### config.mk
export PLATFORM = sky130hd
export DESIGN_NAME = bus_resp_regs
export DESIGN_NICKNAME = d
export VERILOG_FILES = /design/src/rtl/bus_resp_regs.sv
export SDC_FILE = /design/constraint.sdc
export NUM_CORES = 1
export LEC_CHECK = 0
export CELL_PAD_IN_SITES_DETAIL_PLACEMENT = 1
export CELL_PAD_IN_SITES_GLOBAL_PLACEMENT = 1
export CORE_ASPECT_RATIO = 0.75
export CORE_MARGIN = 10
export CORE_UTILIZATION = 34
export CTS_BUF_LIST = sky130_fd_sc_hd__clkbuf_16
export CTS_CLUSTER_DIAMETER = 50
export DETAILED_ROUTE_END_ITERATION = 8
export PLACE_DENSITY = 0.76
export SYNTH_ARGS = -nofsm -noshare
export SYNTH_HDL_FRONTEND = slang
export SYNTH_SLANG_ARGS = --single-unit
### constraint.sdc
create_clock -name Clk -period 2.4 [get_ports Clk]
set_input_delay 0.36 -clock Clk [delete_from_list [all_inputs] [get_ports Clk]]
set_output_delay 0.36 -clock Clk [all_outputs]
set_load 0.05 [all_outputs]
### src/rtl/bus_resp_regs.sv
// Data-bus responder: req/gnt/rvalid target with an ID word, byte-enabled RW
// registers, programmable grant wait states and error responses.
module bus_resp_regs #(
  parameter int          N_REGS      = 8,
  parameter int          WAIT_STATES = 1,
  parameter logic [31:0] ID_VALUE    = 32'h1BE0_0001,
  parameter logic [31:0] RESET_VAL   = 32'h0000_0000
) (
  input  logic                  Clk,
  input  logic                  Rst_n,
  input  logic                  req,
  input  logic                  we,
  input  logic [3:0]            be,
  input  logic [31:0]           addr,
  input  logic [31:0]           wdata,
  output logic                  gnt,
  output logic                  rvalid,
  output logic [31:0]           rdata,
  output logic                  err,
  output logic [32*N_REGS-1:0]  regs_o
);

  localparam int IW = (N_REGS > 1) ? $clog2(N_REGS) : 1;

  typedef enum logic [1:0] {S_IDLE, S_WAIT, S_RESP} state_t;

  state_t                     r_state;
  logic [3:0]                 r_cnt;
  logic [N_REGS-1:1][31:0]    r_rw;

  logic [9:0]                 w_idx;
  logic [IW-1:0]              w_sel;
  logic                       w_err;
  logic                       w_wr;
  logic [N_REGS-1:0][31:0]    w_words;
  logic                       w_unused;

  assign w_idx    = addr[11:2];
  assign w_sel    = w_idx[IW-1:0];
  assign w_err    = ({1'b0, w_idx} >= 11'(N_REGS)) || (we && (w_idx == 10'd0));
  assign w_wr     = gnt && we && !w_err;
  assign w_unused = ^{addr[31:12], addr[1:0]};

  always_comb begin
    w_words[0] = ID_VALUE;
    for (int k = 1; k < N_REGS; k++) w_words[k] = r_rw[k];
  end

  assign regs_o = w_words;

  // Grant is combinational so it lands in the same cycle as the qualifying req;
  // gated by reset so nothing is granted while the block is held in reset.
  always_comb begin
    gnt = 1'b0;
    if (Rst_n) begin
      case (r_state)
        S_IDLE:  gnt = req && (WAIT_STATES == 0);
        S_WAIT:  gnt = req && (r_cnt == 4'd1);
        default: gnt = 1'b0;
      endcase
    end
  end

  always_ff @(posedge Clk or negedge Rst_n) begin
    if (!Rst_n) begin
      r_state <= S_IDLE;
      r_cnt   <= '0;
      rvalid  <= 1'b0;
      rdata   <= '0;
      err     <= 1'b0;
    end else begin
      rvalid <= gnt;
      if (gnt) begin
        err   <= w_err;
        rdata <= (w_err || we) ? 32'h0 : w_words[w_sel];
      end
      case (r_state)
        S_IDLE: begin
          if (req) begin
            if (WAIT_STATES == 0) begin
              r_state <= S_RESP;
            end else begin
              r_cnt   <= 4'(WAIT_STATES);
              r_state <= S_WAIT;
            end
          end
        end
        S_WAIT: begin
          r_cnt <= r_cnt - 4'd1;
          // A dropped req abandons the access without any response.
          if (!req)                r_state <= S_IDLE;
          else if (r_cnt == 4'd1)  r_state <= S_RESP;
        end
        S_RESP:  r_state <= S_IDLE;
        default: r_state <= S_IDLE;
      endcase
    end
  end

  always_ff @(posedge Clk or negedge Rst_n) begin
    if (!Rst_n) begin
      for (int k = 1; k < N_REGS; k++) r_rw[k] <= RESET_VAL;
    end else if (w_wr) begin
      for (int b = 0; b < 4; b++)
        if (be[b]) r_rw[w_sel][8*b +: 8] <= wdata[8*b +: 8];
    end
  end

endmodule

* Word-level counts from Yosys, hierarchy flattened *
Cells that the tools add are included.

storage, ports and cells
  register bits = 264
  bits in latches = 0
  bits in writable memories = 0
  ROM bits = 0
  input port bits = 72
  output and inout port bits = 291
  word-level logic and storage cells = 63
  memories = 0

operators by class
  add/subtract/negate cells = 1
  multiply operators = 0
  div/mod/pow operators = 0
  magnitude comparators = 3
  equality and inequality tests = 4
  shift operators = 0
  mux-type cells = 30
  bitwise gates (word level) = 0
  reduce and logical (&&, ||, !) cells = 13

operator list
  operator                                                                number
  224-bit two-way mux                                                     7
  224-bit bitwise mux                                                     4
  32-bit demux with 3-bit select                                          4
  32-bit binary-select mux with 3-bit select                              1
  32-bit two-way mux                                                      3
  24-bit two-way mux                                                      1
  16-bit two-way mux                                                      1
  10-bit by 4-bit >= comparator with 1-bit output, second input constant  1
  10-bit zero test                                                        1
  8-bit two-way mux                                                       1
  4-bit one-hot mux with 2 select lines                                   1
  2-bit two-way mux                                                       3
  1-bit logical AND                                                       5
  4-bit by 1-bit equality test with 1-bit output, second input constant   1
  3-bit by 4-bit < comparator with 1-bit output, second input constant    1
  4-bit two-way mux                                                       1
  2-bit one-hot mux with 2 select lines                                   1
  2-bit AND reduction                                                     2
  4-bit by 1-bit subtractor with 4-bit output, second input constant      1
  3-bit by 1-bit >= comparator with 1-bit output, second input constant   1
  3-bit != test, second input constant                                    1
  2-bit by 1-bit equality test with 1-bit output, second input constant   1
  2-bit zero test                                                         1
  1-bit logical OR                                                        2
  other kinds (4)                                                         5

* Depth between registers and ports, before layout *
Gate-level depths: netlist (run 1).

  word-level depth = 15
  gate-level depth with buffers = 8
  depth with buffers taken out = 6

* Worst setup path before layout (run 1) *
Ideal clock, no wire load.

  kind = reg2reg
  start = register r_cnt[1]
  end = register r_rw (netlist bit regs_o[79])
  arrival time = 2.156 ns
  data required time = 2.272 ns
  path slack = 0.116 ns
  cell stages (with the launch flop) = 9
  path buffers = 2
  period minus slack after synthesis = 2.284 ns
  cell sequence = dfrtp_1 > inv_1 > ha_1 > or3b_4 > nor4_1 > buf_2 > buf_4 > nand3_2 > mux2_1

on the way
  cells in the longest elaborated chain, start to end = 6

RTL lines
  item                                            line  RTL
  start, declared                                 28    logic [3:0] r_cnt;
  start signal, assigned                          83    r_cnt <= 4'(WAIT_STATES);
  start signal, assigned                          89    r_cnt <= r_cnt - 4'd1;
  4-bit by 1-bit equality test with 1-bit output  58    S_WAIT: gnt = req && (r_cnt == 4'd1);
  1-bit logical AND                               58
  1-bit two-way mux                               56    case (r_state)
  1-bit two-way mux                               55    if (Rst_n) begin
  1-bit logical AND (2 in a row)                  41    assign w_wr = gnt && we && !w_err;
  end signal, assigned by index                   105   if (be[b]) r_rw[w_sel][8*b +: 8] <= wdata[8*b +: 8];
  end, declared                                   29    logic [N_REGS-1:1][31:0] r_rw;

No other way between the ends.
A chain may end at the register's enable or synchronous reset.

* Final worst setup path (run 1) *
  start = register r_cnt[1]
  end = register r_rw (netlist bit regs_o[100])

The elaborated chain is that of the path after synthesis.

==> run_results.csv, run 1 <==
group,metric,value,unit
yosys,avgSynthCellArea,13.61,um2
worst_setup_path,end_kind,"flip-flop",
run_status,violations,"setup timing",
floorplanning,die_area,43830,um2
worst_setup_path,arrival,2.89,ns
sta,setup_viol,82,
global_routing,use_met1,0.2780,
power_and_ir_drop,p_sw,2.723,mW
global_routing,overflow,0,
sta,slew_violations,0,
floorplanning,core,34990,um2
global_routing,grt_pass1_vias,10290,
power_and_ir_drop,p_int,7.635,mW
yosys,yosys-top-cells-count,"dfrtp_1 (264), mux2_2 (234), nand2_1 (35), buf_4 (33), o21ai_0 (29)",
route,via_count,9345,
sta,period_share,1.019,
floorplanning,die-height,183.8,um
min_path,hp-class,"primary input to flip-flop",
min_path,holdPathStages,4,
sta,layout_setup_ws,-0.04668,ns
cts,clk_latency,0.57,ns
yosys,synth.most_common_cell,"dfrtp_1",
layout,fin_util,0.5060,
sta,tightest_slew,0.9385,ns
sta,clock.fmax,408.7,MHz
route,ant_nets,0,
power_and_ir_drop,finalPower,10.36,mW
layout,layout-drive-gt1-share,0.3336,
yosys,synthArstFlopShare,1.000,
cts,path_clk_slew,0.06,ns
power_and_ir_drop,ir_worst_vdd,0.4372,mV
yosys,ys_seq_elements,264,
global_routing,grt_max_degree,148,
placement,portBuffers,308,
cts,cts_buffers,30,
sta,grt_setup_unrepaired,"true",
route,routedWlPerCell,28.19,um
global_routing,use_met2,0.3630,
yosys,synth_cell_types,57,
yosys,netlist_area,12170,um2
floorplanning,rows,59,
power_and_ir_drop,swShare,0.2629,
route,routed_wirelength,49490,um
route,drcViolationCount,0,
worst_setup_path,r2r_cells,9,
power_and_ir_drop,pwr-share-seq,0.440,
global_routing,antenna_found_initial,3,
yosys,syn_inst,894,
sta,hold_viol_final,0,
worst_setup_path,cp.depth,9,
worst_setup_path,cp_slowest_cell,"or3b_4",
sta,slew_headroom,0.3744,
global_routing,grt_busiest_layer,"met2",
placement,place_congestion,0.8349,
yosys,synth_area_leader_cell,"dfrtp_1",
global_routing,grt_pass1_wl,72150,um
global_routing,grt_util_all_layers,0.2184,
cts,cts.sinks,264,
run_status,outcome,"complete, but fails checks",
worst_setup_path,cp.buffers_inverters,4,
worst_setup_path,critical_path.cell_chain,"inv_2 -> ha_4 -> or3b_4 -> nor4_4 -> buf_6 -> clkbuf_16 -> nand3_4 -> buf_12 -> mux2_2",
worst_setup_path,criticalPathCategory,"flip-flop to flip-flop",
yosys,synth_area_leaders,"dfrtp_1 (54%), mux2_2 (22%), buf_4 (2.0%)",
worst_setup_path,cpLargestDelayFamily,"simple AND/OR/NAND/NOR gates",
layout,layout.nets,1348,
floorplanning,ios,363,
run,max-cap-violations,0,
power_and_ir_drop,p_leak,8.109,nW
yosys,yosys.area.top_type_share,0.5430,
floorplanning,die_x,238.4,um
sta,fin_skew,0.01387,ns
worst_setup_path,cp-start-kind,"flip-flop",
sta,fin_crit,2.447,ns
worst_setup_path,critPathMaxStageDelay,0.41,ns
power_and_ir_drop,p_per_area,585.0,nW/um2
yosys,synth-edff-count,0,
route,drtIter0Drc,558,
placement,place_hpwl,34480,um
yosys,yosysWarnings,0,
route,first_pass_iters,4,
worst_setup_path,cp.required,2.85,ns
global_routing,use_met3,0.06636,
sta,hold_slack,0.3839,ns
power_and_ir_drop,p_comb_frac,0.104,
worst_setup_path,path_max_fanout,8,
power_and_ir_drop,clock_power_share,0.456,
layout,syn_to_final_growth,45.53,%
cts,htree_levels,1,
route,vias_per_cell,5.322,
floorplanning,start_util,0.3477,
cts,cts_tree,"done",
cts,cts-root-buf,"clkbuf_16",
cts,cts_buffer_depth,3,
yosys,ys_seq_area_frac,0.5430,
yosys,synth_top_flop_cell,"dfrtp_1",
layout by cell type, fill, tap and decap left out, types with 10 or more instances in the layout:
master and n:
mux4_2 10, inv_1 13, nor2_1 10, mux2_2 234
mux2_4 10, a21oi_1 21, nand3_4 23, o22ai_1 19
a22o_1 12, dfrtp_1 264, clkdlybuf4s50_1 303, buf_12 23
nand2_1 35, clkbuf_16 32, o221ai_1 11, mux2i_1 18
buf_4 54, o21ai_0 29, conb_1 32
final timing paths:
check	endpoint	from	slack, ns
min	err$_DFFE_PN0N_	addr[4]	0.38
min in group asynchronous	rdata[13]$_DFFE_PN0N_	Rst_n	0.49
max	regs_o[100]$_DFFE_PN0P_	r_cnt[1]$_DFFE_PN0P_	-0.05
max in group asynchronous	regs_o[60]$_DFFE_PN0P_	Rst_n	1.17
max reg2reg	regs_o[100]$_DFFE_PN0P_	r_cnt[1]$_DFFE_PN0P_	-0.05
min reg2reg	rdata[14]$_DFFE_PN0N_	rdata[14]$_DFFE_PN0N_	0.48
worst reg2reg max path, stage by stage (launching register included):
cell and delay (ns):
dfrtp_1 0.39, inv_2 0.08, ha_4 0.12, or3b_4 0.41
nor4_4 0.37, buf_6 0.21, clkbuf_16 0.19, nand3_4 0.09
buf_12 0.19, mux2_2 0.30
area by class of cell:
| type | count | area (um2) |
|---|---|---|
| Sequential cell | 264 | 6606 |
| Clock inverter | 25 | 221.5 |
| Fill cell | 3559 | 17290 |
| Multi-Input combinational cell | 572 | 5370 |
| Inverter | 12 | 50.05 |
| Antenna cell | 1 | 2.502 |
| Tap cell | 457 | 571.8 |
| Clock buffer | 31 | 775.7 |
| Timing Repair Buffer | 394 | 4108 |
state kept, by name, summed over array words and instances, names as in the netlist:
register and count:
rdata 32, err 1, rvalid 1, regs_o 224
r_state 2, r_cnt 4
cell families (layout without fill, tap and decap cells):
logic type | after synthesis | in the layout | share of synthesized area
AO/OA/AOI/OAI | 144 | 144 | 0.08340
flip-flops | 264 | 264 | 0.5430
buffers and inverters | 88 | 462 | 0.03970
multiplexers | 274 | 274 | 0.2610
adder cells (fa/ha/maj) | 2 | 2 | 0.002056
AND/OR/NAND/NOR | 120 | 120 | 0.07024
other | 2 | 33 | 0.0006173
power by group through the flow:
stage	registers (mW)	logic, mW	clock network, mW
after floorplan	4.67	0.509	0
after global placement	4.63	0.965	0
after detailed placement	4.64	0.995	0
after CTS	4.55	1.07	4.80
after global routing	4.56	1.16	5.01
final	4.55	1.08	4.72
what timing repair did:
| item | 4_1_cts | 5_1_grt |
|---|---|---|
| hold endpoints to repair | 146 | 0 |
| gates cloned | 2 | 1 |
| pin swaps | 6 | 1 |
| setup buffers | 5 | 1 |
| hold buffers | 1 | 0 |
| endpoints found under the setup margin | 228 | 234 |
| resized for setup | 23 | 25 |
stage by stage:
step | worst slack [ns] | cells | setup TNS (ns) | instance area [um2]
final | -0.04668 | 1756 | -1.041 | 17710
after global routing | -0.1321 | 1756 | -16.43 | 17710
after CTS | -0.1053 | 1754 | -6.219 | 17560
after detailed placement | -0.3351 | 1690 | -56.84 | 16360
after global placement | -0.3142 | 1690 | -54.84 | 16360
after floorplan | 0.1163 | 924 | 0 | 12280
metal layers:
layer	vias up	wire length (um)
li1	4035	-
met1	4945	20610
met2	294	23860
met3	67	4098
met4	4	898
met5	-	28
(Power assumes the default switching activity.)
==> run 2, diff against run 1 <==
--- a/config.mk
+++ b/config.mk
@@ -17,3 +17,4 @@
 export SYNTH_ARGS = -nofsm -noshare
 export SYNTH_HDL_FRONTEND = slang
 export SYNTH_SLANG_ARGS = --single-unit
+export TNS_END_PERCENT = 50
==> run_results.csv, run 2 (synthesis results as in run 1) <==
group,metric,value,unit
cts,cts-root-buf,"clkbuf_16",
run_status,outcome,"complete, but fails checks",
min_path,hp-class,"primary input to flip-flop",
power_and_ir_drop,pwr-share-seq,0.440,
layout,layout_common_cells,"clkdlybuf4s50_1 (303), dfrtp_1 (264), mux2_2 (234)",
layout,layout-drive-gt1-share,0.3341,
global_routing,grt_pass1_vias,10270,
sta,slew_violations,0,
floorplanning,ios,363,
cts,cts.sinks,264,
worst_setup_path,end_kind,"flip-flop",
sta,fin_crit,2.469,ns
cts,clk_latency,0.57,ns
worst_setup_path,cp-start-kind,"flip-flop",
floorplanning,die_area,43830,um2
power_and_ir_drop,swShare,0.2628,
floorplanning,start_util,0.3477,
sta,grt_setup_unrepaired,"true",
sta,setup_viol,170,
layout,layout.nets,1346,
layout,layout_commonest_cell,"clkdlybuf4s50_1",
power_and_ir_drop,p_comb_frac,0.105,
cts,cts_tree,"done",
floorplanning,rows,59,
sta,layout_setup_ws,-0.06850,ns
global_routing,overflow,0,
global_routing,antenna_found_initial,3,
placement,portBuffers,308,
sta,clock.fmax,405.1,MHz
power_and_ir_drop,p_per_area,586.3,nW/um2
global_routing,grt_busiest_layer,"met2",
worst_setup_path,criticalPathCategory,"flip-flop to flip-flop",
power_and_ir_drop,p_leak,8.096,nW
global_routing,grt_util_all_layers,0.2170,
floorplanning,die_x,238.4,um
floorplanning,core,34990,um2
run,max-cap-violations,0,
placement,place_congestion,0.8349,
layout,instances_no_fill,1755,
route,routedWlPerCell,28.03,um
cts,htree_levels,1,
route,drcViolationCount,0,
global_routing,grt_pass1_wl,71820,um
worst_setup_path,path_max_fanout,8,
cts,cts_buffer_depth,3,
placement,place_hpwl,34480,um
worst_setup_path,arrival,2.91,ns
run_status,violations,"setup timing",
sta,fin_skew,0.01625,ns
floorplanning,die-height,183.8,um
route,drtIter0Drc,520,
worst_setup_path,cp.required,2.84,ns
placement,dpl.cell_count,1690,
global_routing,use_met1,0.2758,
layout,syn_to_final_growth,45.19,%
sta,hold_slack,0.3897,ns
power_and_ir_drop,ir_worst_vdd,0.4345,mV
layout,largest_reg_flops,224,
sta,slew_headroom,0.3652,
global_routing,use_met2,0.3612,
power_and_ir_drop,p_int,7.635,mW
global_routing,use_met3,0.06546,
global_routing,grt_max_degree,148,
power_and_ir_drop,clock_power_share,0.456,
route,ant_nets,0,
sta,hold_viol_final,0,
cts,path_clk_slew,0.06,ns
route,via_count,9392,
sta,period_share,1.029,
power_and_ir_drop,finalPower,10.36,mW
power_and_ir_drop,p_sw,2.722,mW
route,routed_wirelength,49190,um
route,vias_per_cell,5.352,
worst_setup_path,r2r_slack,-0.07,ns
route,first_pass_iters,4,
sta,tightest_slew,0.9522,ns
cts,cts_buffers,30,
-- run 2: changes by cell type in the layout (fill, tap and decap cells not counted), sizes merged --
| cell | before | now |
|---|---|---|
| bufbuf | 1 | 0 |
| diode | 1 | 2 |
| buf | 88 | 87 |
-- run 2: path summary, 6_finish.rpt --
check	from	to	depth (start not counted)
max	r_cnt[1]$_DFFE_PN0P_	regs_o[100]$_DFFE_PN0P_	9
min	addr[4]	err$_DFFE_PN0N_	4
max reg2reg	r_cnt[1]$_DFFE_PN0P_	regs_o[100]$_DFFE_PN0P_	9
min reg2reg	rdata[14]$_DFFE_PN0N_	rdata[14]$_DFFE_PN0N_	2
max in group asynchronous	Rst_n	rdata[28]$_DFFE_PN0N_	3
min in group asynchronous	Rst_n	regs_o[77]$_DFFE_PN0P_	3
-- run 2: layout make-up --
cell class | instances | area [um2]
fill | 3557 | 17330
sequential | 264 | 6606
multi-input combinational | 572 | 5363
timing repair buffer | 392 | 4071
clock buffer | 31 | 775.7
tap | 457 | 571.8
clock inverter | 25 | 221.5
inverter | 12 | 50.05
antenna | 2 | 5.005
-- run 2: repair_timing --
action | CTS | global route
setup endpoints to repair | 228 | 225
cloned | 1 | 1
endpoints found under the hold margin | 146 | 0
hold buffers | 1 | 0
buffers inserted | 4 | 1
pin swaps | 6 | 1
gates resized for setup | 22 | 27
-- run 2: per-stage QoR --
step	TNS (ns)	cell area, um2	util	setup slack, ns
detailed placement	-56.84	16360	0.4676	-0.3351
CTS	-6.168	17510	0.5005	-0.1053
floorplan	0	12280	-	0.1163
global route	-14.96	17660	0.5048	-0.1208
finish	-3.697	17660	0.5048	-0.06850
global placement	-54.84	16360	0.4676	-0.3142
-- run 2: critical path, stage by stage, from the launching register on --
cell       delay (ns)
dfrtp_1          0.39
inv_2            0.08
ha_4             0.12
or3b_4           0.41
nor4_4           0.38
buf_6            0.21
clkbuf_16        0.19
nand3_4          0.08
buf_12           0.19
mux2_2           0.30
-- run 2: power groups by stage --
stage               clock (mW)  sequential, mW  combinational [mW]
floorplan                    0            4.67               0.509
global placement             0            4.63               0.965
detailed placement           0            4.64               0.995
CTS                       4.80            4.55                1.07
global route              5.01            4.56                1.16
finish                    4.72            4.55                1.08
-- run 2: per-layer routing --
| layer | up-vias | wire, um |
|---|---|---|
| met5 | - | 18 |
| met2 | 272 | 23770 |
| li1 | 4046 | - |
| met3 | 63 | 3600 |
| met1 | 5009 | 20920 |
| met4 | 2 | 875 |
==> run 3, diff against run 2 <==
==> config.mk (replaced) <==
export PLATFORM = sky130hd
export DESIGN_NAME = bus_resp_regs
export DESIGN_NICKNAME = d
export VERILOG_FILES = /design/src/rtl/bus_resp_regs.sv
export SDC_FILE = /design/constraint.sdc
export NUM_CORES = 1
export LEC_CHECK = 0
export CELL_PAD_IN_SITES_DETAIL_PLACEMENT = 2
export CELL_PAD_IN_SITES_GLOBAL_PLACEMENT = 2
export CORE_ASPECT_RATIO = 0.75
export CORE_MARGIN = 10
export CORE_UTILIZATION = 28
export CTS_BUF_LIST = sky130_fd_sc_hd__clkbuf_16
export CTS_CLUSTER_DIAMETER = 50
export DETAILED_ROUTE_END_ITERATION = 8
export PLACE_DENSITY = 0.75
export SYNTH_ARGS = -nofsm -noshare
export SYNTH_HDL_FRONTEND = slang
export SYNTH_SLANG_ARGS = --single-unit
export TNS_END_PERCENT = 50
==> constraint.sdc (replaced) <==
create_clock -name Clk -period 2.4 [get_ports Clk]
set_input_delay 0.48 -clock Clk [delete_from_list [all_inputs] [get_ports Clk]]
set_output_delay 0.48 -clock Clk [all_outputs]
set_load 0.05 [all_outputs]
==> run_results.csv, run 3 (synthesis results as in run 1) <==
group,metric,value,unit
run_status,outcome,"complete, but fails checks",
run_status,violations,"setup timing",
route,ant_nets,0,
layout,instances_no_fill,1888,
route,drtIter0Drc,458,
power_and_ir_drop,p_leak,8.241,nW
worst_setup_path,rr_endpoint,"regs_o[41]$_DFFE_PN0P_",
power_and_ir_drop,pwr-share-seq,0.421,
layout,layout_commonest_cell,"clkdlybuf4s50_1",
floorplanning,die_x,260.7,um
layout,layout_common_cells,"clkdlybuf4s50_1 (301), dfrtp_1 (263), mux2_2 (232)",
sta,layout_setup_ws,-0.1569,ns
global_routing,grt_pass1_vias,10620,
min_path,hp-class,"primary input to async pin",
floorplanning,die_area,52280,um2
power_and_ir_drop,p_int,8.008,mW
placement,placed_area,16600,um2
power_and_ir_drop,swShare,0.2611,
route,drcViolationCount,0,
worst_setup_path,r2r_cells,8,
global_routing,grt_max_degree,139,
floorplanning,core,43190,um2
global_routing,overflow,0,
sta,slew_headroom,0.3911,
worst_setup_path,criticalPathCategory,"flip-flop to output port",
layout,fin_util,0.4194,
cts,cts_buffer_depth,3,
worst_setup_path,arrival,2.08,ns
route,via_count,9323,
layout,layout-drive-gt1-share,0.3435,
power_and_ir_drop,clock_power_share,0.477,
route,first_pass_iters,4,
worst_setup_path,critical_path.cell_chain,"inv_2 -> ha_4 -> or3b_4 -> or2_4 -> buf_6 -> inv_4 -> buf_12",
floorplanning,rows,66,
sta,slew_violations,0,
worst_setup_path,cp.required,1.92,ns
worst_setup_path,cpLargestDelayFamily,"simple AND/OR/NAND/NOR gates",
layout,layout.nets,1356,
worst_setup_path,end_kind,"output port",
route,vias_per_cell,4.938,
cts,cts_hold_buf,0,
worst_setup_path,r2r_slack,-0.11,ns
power_and_ir_drop,p_sw,2.829,mW
global_routing,grt_pass1_wl,77810,um
run,max-cap-violations,0,
sta,fin_skew,0.02593,ns
floorplanning,ios,363,
global_routing,antenna_found_initial,3,
layout,syn_to_final_growth,48.87,%
layout,stdcell_area,18110,um2
cts,path_clk_slew,0.05,ns
sta,fin_crit,2.557,ns
sta,setup_viol,218,
sta,clock.fmax,391.1,MHz
worst_setup_path,cp.depth,7,
global_routing,grt_util_all_layers,0.1982,
placement,dpl.cell_count,1815,
cts,cts_tree,"done",
route,routed_wirelength,52810,um
cts,htree_levels,2,
power_and_ir_drop,ir_worst_vdd,0.4349,mV
power_and_ir_drop,p_comb_frac,0.101,
cts,cts_buffers,35,
layout,largest_reg_flops,224,
worst_setup_path,cp-start-kind,"flip-flop",
power_and_ir_drop,p_per_area,598.3,nW/um2
cts,cts.sinks,264,
cts,clk_latency,0.52,ns
worst_setup_path,cp.buffers_inverters,4,
worst_setup_path,critPathMaxStageDelay,0.40,ns
worst_setup_path,path_max_fanout,3,
worst_setup_path,cp_slowest_cell,"or3b_4",
placement,place_congestion,0.7658,
sta,hold_slack,0.05734,ns
placement,place_hpwl,37610,um
sta,period_share,1.065,
floorplanning,die-height,200.5,um
route,routedWlPerCell,27.97,um
cts,cts-root-buf,"clkbuf_16",
placement,portBuffers,308,
worst_setup_path,r2r-start,"r_cnt[1]$_DFFE_PN0P_",
sta,tightest_slew,0.9134,ns
sta,grt_setup_unrepaired,"true",
sta,hold_viol_final,0,
floorplanning,start_util,0.2817,
[run 3: cell type report]
cell class                      count  area, um2
Fill cell                        4262      25080
Inverter                           12      47.55
Tap cell                          578      723.2
Antenna cell                        3      7.507
Clock inverter                     25      209.0
Clock buffer                       37      925.9
Multi-Input combinational cell    572       5441
Timing Repair Buffer              397       4150
Sequential cell                   264       6608
[run 3: stage by stage]
step                      TNS (ns)  worst slack, ns  power (mW)
after floorplan                  0          0.08820       5.178
after global placement      -87.00          -0.4289       5.618
after detailed placement    -89.74          -0.4821       5.652
after CTS                   -7.550          -0.1672       10.97
after global routing        -29.89          -0.2340       11.31
final                       -8.979          -0.1569       10.84
[run 3: what timing repair did]
| action | 4_1_cts | 5_1_grt |
|---|---|---|
| gates cloned | 2 | 0 |
| pin swaps | 6 | 4 |
| endpoints found under the hold margin | 0 | 0 |
| setup buffers | 5 | 1 |
| endpoints found under the setup margin | 227 | 228 |
| gates resized for setup | 47 | 8 |
[run 3: power groups by stage]
stage	logic [mW]	clock network [mW]	registers, mW
global route	1.19	5.55	4.57
global placement	0.988	0	4.63
floorplan	0.509	0	4.67
CTS	1.09	5.32	4.56
detailed placement	1.02	0	4.64
finish	1.10	5.17	4.57
[run 3: how the worst max path moves through the flow]
stage,end,startpoint,slack (ns)
floorplan,gnt,r_cnt[1]$_DFFE_PN0P_,0.09
global placement,regs_o[254]$_DFFE_PN0P_,addr[11],-0.43
detailed placement,regs_o[202]$_DFFE_PN0P_,addr[9],-0.48
CTS,gnt,r_cnt[1]$_DFFE_PN0P_,-0.17
global route,gnt,r_cnt[1]$_DFFE_PN0P_,-0.23
finish,gnt,r_cnt[1]$_DFFE_PN0P_,-0.16
[run 3: routing by layer]
layer,share of wire,GRT usage
met1,0.44,0.2577
met2,0.48,0.3241
met3,0.070,0.05577
met4,0.013,0.03668
met5,0,0
[run 3: worst reg2reg max path: cells and delay by family, from the launching register on]
kind,cells,cell delay [ns]
simple gates,3,1.00
buf+inv,3,0.48
flops,1,0.39
fa+ha+maj,1,0.12
mux,1,0.39
==> RTL edit, RTL diff (flow settings as in run 3) <==
Set the parameter `N_REGS` to 4 (it was 8).
--- a/src/rtl/bus_resp_regs.sv
+++ b/src/rtl/bus_resp_regs.sv
@@ -2,5 +2,5 @@
 // registers, programmable grant wait states and error responses.
 module bus_resp_regs #(
-  parameter int          N_REGS      = 8,
+  parameter int          N_REGS      = 4,
   parameter int          WAIT_STATES = 1,
   parameter logic [31:0] ID_VALUE    = 32'h1BE0_0001,
Ports: changed (resized regs_o); port bits go from 363 to 235. No check against the original RTL was run, so the function may have changed too.
==> RTL edit against run 3 <==
  * The flow still finishes with violations (negative setup slack)
  * Synthesized area down 49%
  * Sequential cell count down 128
  * Global-route usage down 4.2 points
  * Non-clock buffer count down 168
  * Cell area down 48%
  * Power down 49%
  * Core utilization up 1.0 points
  * Setup slack better by 0.12 ns
  * Wire length down 57%
  * Critical path type unchanged
  * Largest cell class unchanged
==> RTL edit: results (changes against run 3) <==
share of cells above drive strength 1: 0.3047 (-0.03888)
failing checks: negative setup slack
critical path fanouts, max: 4 (+1)
post-route insts no fill: 1003 (-47%)
setup TNS: -0.03931 ns (+8.940 ns)
leak pwr: 4.278 nW (-48%)
clock skew: 0.008547 ns (-0.01738 ns)
slowest stage cell, crit path: dfrtp_1
Non-clock buffers: 229 (-42%)
DP Area: 8615 µm² (-48%)
Reg2Reg Setup Slack: 0.05 ns (+0.16 ns)
synthesis-stage register bit count: 136 (-48%)
clk cell area share: 0.05471 (-0.007946)
outcome: complete, but fails checks
sequential share of cell area: 0.3604 (-0.004365)
r2r worst-path depth: 10 (+2)
mux cell area share after synthesis: 0.2315 (-0.02949)
Synth area leaders: dfrtp_1, mux2_2, buf_4
synth cell count leaders: dfrtp_1, mux2_2, nand2_1
R2R Path End: regs_o[69]$_DFFE_PN0P_
first-pass GRT wire length: 34310 µm (-56%)
CP Data Arrival Time: 1.96 ns (-0.12 ns)
largest net degree at the start of global routing: 55 (-60%)
pre-CTS setup slack: -0.3387 ns (+0.1434 ns)
area of the multi-input gates: 2791 µm² (-49%)
clk buf depth: 2 (-1)
non-clock buffer share of cell area: 0.2489 (+0.01977)
#MultiIn Comb: 312 (-45%)
vias in the first global route: 5496 (-48%)
crit-path leading delay family: buffers and inverters
GRT Overall Usage: 0.1563 (-0.04190)
Fill cells: 2194 (-49%)
final setup fails: 1 (-99.5%)
register area share after synthesis: 0.5466 (+0.003637)
initial antenna violation count: 0 (-3)
pwr dens: 580.6 nW/µm² (-3.0%)
worst skew pair latency: 0.42 ns (-0.10 ns)
hold slack: 0.1387 ns (+0.08138 ns)
CTS H-tree lvls: 4 (+2)
Max VDD drop: 456.7 µV (+5.0%)
Routed Wire Length: 22750 µm (-57%)
total number of vias: 4680 (-50%)
post-synthesis cell type count: 36 (-37%)
ant diodes: 0 (-3)
placed cells: 966 (-47%)
Final #Nets: 773 (-43%)
headroom to the max-slew limit: 0.5321 (+0.1410)
post-DP HPWL: 16430 µm (-56%)
final worst setup slack: -0.03931 ns (+0.1176 ns)
cts bufs inserted: 17 (-51%)
max reg flops: 96 (-57%)
initial DRC count: 218 (-52%)
syn avg cell area: 13.11 µm² (-3.7%)
Placer Congestion: 0.7575 (-1.1%)
Synth Area in Compound Gates: 0.07074 (-0.01266)
Adder-Cell Fraction of Synth Area: 0.004019 (+0.001963)
[RTL edit: cell types whose count changed after synthesis, moves of 14 or more]
cell,before,now
a21oi_1,21,2
a22oi_1,5,24
dfrtp_1,264,136
mux2_2,234,118
nand3_2,14,0
o22ai_1,19,0
[RTL edit: worst reg2reg max path, stage by stage, from the launching register on]
cell and delay (ns):
dfrtp_1 0.40, inv_2 0.08, ha_4 0.12, and4bb_2 0.26
nand4b_1 0.20, buf_4 0.21, buf_6 0.12, buf_8 0.12
nor4_4 0.18, buf_12 0.18, mux2_2 0.35
[RTL edit: logic make-up (layout without fill, tap and decap cells)]
kind of cell,count (synthesis),count (layout)
AOI/OAI and AO/OA,73,73
adders and majority gates,2,2
buffers and inverters,57,261
DFF,136,136
muxes,129,129
other,2,32
and+or+nand+nor,76,76
[RTL edit: timing repair]
| item | in CTS | in global routing |
|---|---|---|
| setup endpoints to repair | 51 | 83 |
| hold buffers | 0 | 0 |
| pin swaps | 7 | 8 |
| buffers inserted | 4 | 4 |
| resized for setup | 9 | 71 |
[RTL edit: power breakdown]
group / total [mW] / leakage [nW] / switching [mW] / internal (mW)
Combinational: 0.701 / 2.13 / 0.436 / 0.265
Sequential: 2.40 / 1.89 / 0.0539 / 2.34
Clock: 2.39 / 0.255 / 1.00 / 1.38
Total: 5.48 / 4.28 / 1.49 / 3.99
[RTL edit: per-layer routing]
metal / wire (µm) / vias to the layer above / global-route usage
met5: 0 / - / 0
met4: 82 / 0 / 0.02746
met3: 1490 / 7 / 0.05234
met2: 11020 / 138 / 0.2599
met1: 10160 / 2446 / 0.1949
li1: - / 2089 / -
